===== src/rtl/hazard_unit.sv =====
// hazard_unit: pipeline stall/bubble control.
// Detects the hazards that forwarding cannot cover:
//   - load-use in EX
//   - a branch/jr in ID that depends on a load
//   - an ID instruction that needs the mult/div unit while it is still busy
// It also owns the mult/div busy FSM, the HI/LO write strobe and a
// saturating stall-cycle counter.
module hazard_unit #(
    parameter int MULT_LAT = 4,
    parameter int DIV_LAT  = 32,
    parameter int CNT_W    = 6
) (
    input  logic        clock,
    input  logic        reset,
    input  logic [4:0]  rsID,
    input  logic [4:0]  rtID,
    input  logic        usesRsID,
    input  logic        usesRtID,
    input  logic        branchID,
    input  logic        hiloReadID,
    input  logic        mulDivID,
    input  logic [4:0]  destRegEX,
    input  logic        regWriteEX,
    input  logic        memReadEX,
    input  logic [4:0]  destRegMEM,
    input  logic        memReadMEM,
    input  logic        startMulDiv,
    input  logic        isDivEX,
    output logic        stallPC,
    output logic        stallIFID,
    output logic        bubbleIDEX,
    output logic        mulDivBusy,
    output logic        hiloWrite,
    output logic        protoError,
    output logic [15:0] stallCount
);

    localparam logic [1:0] IDLE = 2'd0;
    localparam logic [1:0] BUSY = 2'd1;
    localparam logic [1:0] DONE = 2'd2;

    // Counter preload values: the BUSY state lasts exactly LAT cycles, so the
    // counter starts at LAT-1 and DONE is entered when it reaches zero.
    localparam logic [CNT_W-1:0] MULT_LOAD = CNT_W'(MULT_LAT - 1);
    localparam logic [CNT_W-1:0] DIV_LOAD  = CNT_W'(DIV_LAT - 1);

    logic [1:0]       state;
    logic [1:0]       stateNext;
    logic [CNT_W-1:0] count;
    logic [CNT_W-1:0] countNext;

    logic matchRsEX;
    logic matchRtEX;
    logic matchRsMEM;
    logic matchRtMEM;
    logic loadInEX;
    logic loadUse;
    logic branchLoad;
    logic mdHazard;
    logic stall;

    // Register-operand matches; destination $0 never creates a dependency.
    always_comb begin
        matchRsEX  = usesRsID && (destRegEX  != 5'd0) && (rsID == destRegEX);
        matchRtEX  = usesRtID && (destRegEX  != 5'd0) && (rtID == destRegEX);
        matchRsMEM = usesRsID && (destRegMEM != 5'd0) && (rsID == destRegMEM);
        matchRtMEM = usesRtID && (destRegMEM != 5'd0) && (rtID == destRegMEM);
    end

    // Hazard causes are simply OR-ed; every cause needs the same action.
    // ALU results in EX are forwarded to ID, so only loads stall a branch.
    always_comb begin
        loadInEX   = memReadEX && regWriteEX;
        loadUse    = loadInEX && (matchRsEX || matchRtEX);
        branchLoad = branchID && ((loadInEX && (matchRsEX || matchRtEX)) ||
                                  (memReadMEM && (matchRsMEM || matchRtMEM)));
        mdHazard   = mulDivBusy && (hiloReadID || mulDivID);
        stall      = loadUse || branchLoad || mdHazard;
        stallPC    = stall;
        stallIFID  = stall;
        bubbleIDEX = stall;
    end

    // Busy covers DONE too: HI/LO is only written at the end of DONE and
    // there is no HI/LO forwarding path.
    always_comb begin
        mulDivBusy = (state != IDLE);
        hiloWrite  = (state == DONE);
    end

    // Next-state logic for the mult/div occupancy FSM.
    always_comb begin
        stateNext = state;
        countNext = count;
        case (state)
            IDLE: begin
                if (startMulDiv) begin
                    stateNext = BUSY;
                    countNext = isDivEX ? DIV_LOAD : MULT_LOAD;
                end
            end
            BUSY: begin
                if (count == '0) begin
                    stateNext = DONE;
                end else begin
                    countNext = count - 1'b1;
                end
            end
            DONE: begin
                stateNext = IDLE;
            end
            default: begin
                stateNext = IDLE;
                countNext = '0;
            end
        endcase
    end

    // FSM state and latency counter registers.
    always_ff @(posedge clock or posedge reset) begin
        if (reset) begin
            state <= IDLE;
            count <= '0;
        end else begin
            state <= stateNext;
            count <= countNext;
        end
    end

    // Sticky flag: a start request while the unit is occupied is dropped.
    always_ff @(posedge clock or posedge reset) begin
        if (reset) begin
            protoError <= 1'b0;
        end else if (startMulDiv && (state != IDLE)) begin
            protoError <= 1'b1;
        end
    end

    // Performance counter of stalled cycles, saturating instead of wrapping.
    always_ff @(posedge clock or posedge reset) begin
        if (reset) begin
            stallCount <= 16'd0;
        end else if (stall && (stallCount != 16'hFFFF)) begin
            stallCount <= stallCount + 16'd1;
        end
    end

endmodule


===== config.mk =====
export PLATFORM = sky130hd
export DESIGN_NAME = hazard_unit
export DESIGN_NICKNAME = d
export VERILOG_FILES = /design/src/rtl/hazard_unit.sv
export SDC_FILE = /design/constraint.sdc
export NUM_CORES = 1
export LEC_CHECK = 0
export ABC_AREA = 1
export ABC_CLOCK_PERIOD_IN_PS = 1850
export CAP_MARGIN = 25
export CORE_MARGIN = 5
export CORE_UTILIZATION = 43
export DETAILED_ROUTE_END_ITERATION = 12
export PLACE_DENSITY = 0.79
export SYNTH_ARGS = -nofsm -noshare
export SYNTH_HDL_FRONTEND = slang
export SYNTH_SLANG_ARGS = --single-unit

===== constraint.sdc =====
create_clock -name clock -period 1.85 [get_ports clock]
set_clock_uncertainty 0.15 [all_clocks]
set_input_delay 0.2775 -clock clock [delete_from_list [all_inputs] [get_ports clock]]
set_output_delay 0.2775 -clock clock [all_outputs]
set_load 0.01 [all_outputs]

## Word level (Yosys, flattened, before mapping)

Index checks and enable logic that the tools add are counted.

- Bits in registers: 25
- Latch bits: 0
- Memory bits (writable): 0
- Memory bits (read-only): 0
- Output and inout port bits: 22
- Memories: 0

- $add $sub $neg: 2
- $mul: 0
- Divide/modulo/power cells: 0
- Magnitude comparators: 0
- Eq/ne operators: 10
- Shift operators: 0
- Mux-type cells: 7
- Bitwise logic cells: 1
- Reductions and logical operators: 28

Operator list:

| cell | number |
|---|---|
| $eq 5x5->1 | 4 |
| $pmux 6 s3 | 1 |
| $add 16x1->16 const B | 1 |
| $ne 16x16->1 const B | 1 |
| $logic_and 1x1->1 | 15 |
| $mux 6 | 2 |
| $reduce_bool 5->1 | 2 |
| $logic_not 6->1 | 1 |
| $logic_or 1x1->1 | 6 |
| $ne 2x2->1 const B | 3 |
| $sub 6x1->6 const B | 1 |
| $mux 5 | 1 |
| $mux 2 | 2 |
| $pmux 2 s2 | 1 |
| $reduce_and 3->1 | 1 |
| $eq 2x1->1 const B | 1 |
| $eq 2x2->1 const B | 1 |
| $logic_not 2->1 | 1 |
| $reduce_and 2->1 | 1 |
| $reduce_bool 2->1 | 1 |
| $not 1->1 | 1 |

## Logic depth before layout (Yosys ltp)

- Depth after elaboration: 10
- Gate-level depth with buffers: 12
- Gate-level depth less buffers: 11

## Least setup slack after synthesis

No wires, ideal clock.

- Path kind: register -> register
- Start point: register stallCount[0]
- End point: register stallCount[10]
- Library setup time: 0.117 ns
- Arrival time: 1.582 ns
- Path slack: 0.001 ns
- Stages on the path, launching flop included: 10
- Buffers on the path: 1
- Cells stage by stage: dfrtp_1 > ha_1 > nand3_1 > inv_2 > nand2_2 > nor3_4 > nand4_4 > buf_2 > nand3_1 > nand2_1

- Longest elaborated chain between the ends: 2

RTL lines:

| what | line | source |
|---|---|---|
| from (decl) | 35 | `output logic [15:0] stallCount` |
| from (signal assigned) | 144 | `stallCount <= stallCount + 16'd1;` |
| branches (longest 2 deep; another with $add 16x1->16) | n/a |  |

Parallel ways; which one is timed is not known.
A chain may end at the register's enable or synchronous reset.

## Worst setup path in the final report

- Start point: register stallCount[2]
- End point: output stallCount[2]

No word-level cell between the ends.

==> flow_summary.toml <==
[logic_synthesis]
largest_area_contributor_in_the_netlist = "sky130_fd_sc_hd__dfrtp_1"
post_synth_instance_area_um2 = 1880
postSynth.asyncResetShare_pct = 100
synth-edff-count = 0
yosys.area_share.adder_pct = 1.33
synthesis.instances = 294
synth_top_area_share_pct = 33.2
largest_family_of_logic_cells_by_synthesized_area = "simple AND/OR/NAND/NOR gates"
yosys_most_used_dff = "sky130_fd_sc_hd__dfrtp_1"
synth_sequential_area_ratio_pct = 33.2
synth_compound_gate_area_share_pct = 5.32
flops_latches_synth = 25
synthMuxAreaShare_pct = 0
avgSynthCellArea_um2 = 6.40
synth.lib_cells_used.distinct = 29
netlist_top_cells_area = "sky130_fd_sc_hd__dfrtp_1 33%, sky130_fd_sc_hd__nand2_1 22%, sky130_fd_sc_hd__nand3_1 8.5%"
synth-simple-area-share_pct = 43.6
synth_fp_nets = 328
post_synth_xor_area_fraction_pct = 6.98
yosysWarningCount = 0

[route]
avgRoutedWirePerCell_um = 11.7
vias = 2100
drt_iter0_markers = 117
vias_per_cell = 4.95
wirelength_um = 4940
drc_errors_left = 0
ant_nets = 0
drt-pass1-iter-count = 4

[pwr]
pwr_density_cell_nw_per_um2 = 893
switching_share_pct = 39.4
portion_of_total_power_attributed_to_the_clock_network_pct = 13.9
leakage_nw = 1.48
pwr-share-seq_pct = 31.9
irDropWorstVdd_mv = 0.455
power.switching_mw = 0.948
comb_power_share_pct = 54.3
p_int_mw = 1.46

[cts]
clockRootBuffer = "sky130_fd_sc_hd__clkbuf_8"
htree_levels = 1
clk-insertion-delay-late_ns = 0.27
clock_transition_at_path_regs_ns = 0.09
clock_tree.buffer_depth = 2
numClockSinks = 25
cts-buffers-inserted = 3
tritoncts = "built"

[grt]
globalRouteOverflowTotal = 0
grt_start_max_net_pins = 26
global_route_wire_length_before_repair_um = 8750
grt_antenna_before_repair = 0
track_usage_pct = 17.5
first_global_vias = 2014

[die]
floorplan.core_area_um2 = 4290
die_area_um2 = 5800
pin_count = 54
row_count = 24
starting_density_pct = 43.8
width_of_the_die_um = 76.2
die_y_um = 76.2

[sta]
relative_slew_slack_pct = 72.8
period_needed_ns = 1.81
tightest_slew_ns = 0.404
grt_setup_unrepaired = "false"
finalSetupViolations = 0
finalHoldViolations = 0
final.period_utilization_pct = 97.6
fmax_ghz = 0.554
worst_slack_ns = 0.0435
slew_violations = 0

[worst_setup_path]
crit_fanout = 5
cp-start-kind = "register"
arrival_ns = 1.38
crit_type = "reg2out"
worst_r2r_path_depth = 9
cp.required_ns = 1.42
timing.critical_path.to_type = "output port"

[cells_and_area]
final_cell_count_no_fill = 424
multi_input_comb_area_um2 = 1110
commonest_cells_after_routing_fill_and_taps_aside = "109 x sky130_fd_sc_hd__nand2_1, 32 x sky130_fd_sc_hd__nor2_1, 32 x sky130_fd_sc_hd__nand3_1, 31 x sky130_fd_sc_hd__inv_1, 27 x sky130_fd_sc_hd__clkdlybuf4s50_1"
layout_commonest_cell = "sky130_fd_sc_hd__nand2_1"
insertedDiodeCount = 0
layout-area-overhead-vs-synth_pct = 43.2
nFillCells = 390
fin_nets = 407
ff_latch_area_um2 = 626
drive_gt1_share_pct = 14.2

[place]
placed_cells_incl_taps = 419
final_gp_congestion = 0.876
dp.final_hpwl_um = 4020
place_ws_ns = -0.585
port_buffers = 53

[worst_hold_path]
worstHoldPathType = "in2async"

[flow_run]
max_cap_viol_count = 0

[outcome]
outcome = "finished, final reports clean"
## metal layers
layer	GRT usage [%]	part of all wire [%]	vias up
met5	0	0	-
met4	6.82	2.6	0
met3	2.36	5.7	12
met2	30.8	49	65
met1	21.4	43	951
li1	-	-	1072
## worst max-delay path: stages (launching register included)
cell,delay [ns]
sky130_fd_sc_hd__dfrtp_1,0.42
sky130_fd_sc_hd__buf_4,0.16
sky130_fd_sc_hd__clkdlybuf4s50_1,0.53
## cell usage after synthesis, types with 2 or more instances
cell	count
sky130_fd_sc_hd__buf_4	2
sky130_fd_sc_hd__dfrtp_1	25
sky130_fd_sc_hd__inv_1	36
sky130_fd_sc_hd__xnor2_1	9
sky130_fd_sc_hd__buf_2	2
sky130_fd_sc_hd__nor2_1	35
sky130_fd_sc_hd__xor2_1	6
sky130_fd_sc_hd__nand3_1	32
sky130_fd_sc_hd__o21ai_0	8
sky130_fd_sc_hd__a21oi_1	2
sky130_fd_sc_hd__ha_1	2
sky130_fd_sc_hd__nand2_1	111
sky130_fd_sc_hd__nor3_1	7
sky130_fd_sc_hd__a31oi_1	2
## sequential cells by signal, summed over array words and instances (netlist names)
name        flops
count           6
protoError      1
stallCount     16
state           2
## timing repair
action / in CTS / in global routing
pin swaps: 1 / 6
setup endpoints to repair: 26 / 19
setup buffers: 1 / 0
hold endpoints to repair: 0 / 0
gates cloned: 0 / 0
hold buffers: 0 / 0
gates resized for setup: 51 / 5
## power groups by stage
| stage | Sequential (mW) | Combinational [mW] | Clock, mW |
|---|---|---|---|
| after floorplan | 0.825 | 0.630 | 0 |
| after global placement | 0.767 | 1.23 | 0 |
| after detailed placement | 0.773 | 1.28 | 0 |
| after CTS | 0.766 | 1.31 | 0.338 |
| after global routing | 0.787 | 1.46 | 0.356 |
| final | 0.766 | 1.31 | 0.334 |
## path summary, 6_finish.rpt
path,from,endpoint,slack (ns)
max,stallCount[2],stallCount[2],0.04
min,reset,stallCount[3],0.20
max reg2reg,stallCount[1],stallCount[0],0.15
min reg2reg,protoError,protoError,0.34
max in group asynchronous,reset,count[1],1.11
min in group clock,protoError,protoError,0.34
## cells by family after synthesis
family / Yosys count
xor+xnor: 15
flops: 25
buf+inv: 43
compound gates: 17
simple gates: 192
fa+ha+maj: 2
## stage by stage
stage	total power, mW	TNS, ns	utilization (%)	hold WS [ns]	cell area, um^2
detailed placement	2.05	-7.63	61.2	0.325	2630
global placement	2.00	-6.87	61.2	0.323	2630
CTS	2.41	0	62.5	0.214	2680
global route	2.60	0	62.7	0.252	2690
finish	2.41	0	62.7	0.199	2690
floorplan	1.45	0	-	0.155	1880
## layout make-up
| type | count | area share [%] |
|---|---|---|
| multi-input combinational | 226 | 41.1 |
| timing repair buffer | 79 | 26.1 |
| sequential | 25 | 23.2 |
| inverter | 38 | 5.39 |
| tap | 52 | 2.42 |
| clock buffer | 3 | 1.53 |
| clock inverter | 1 | 0.186 |
Power figures use the tool's default switching activity.
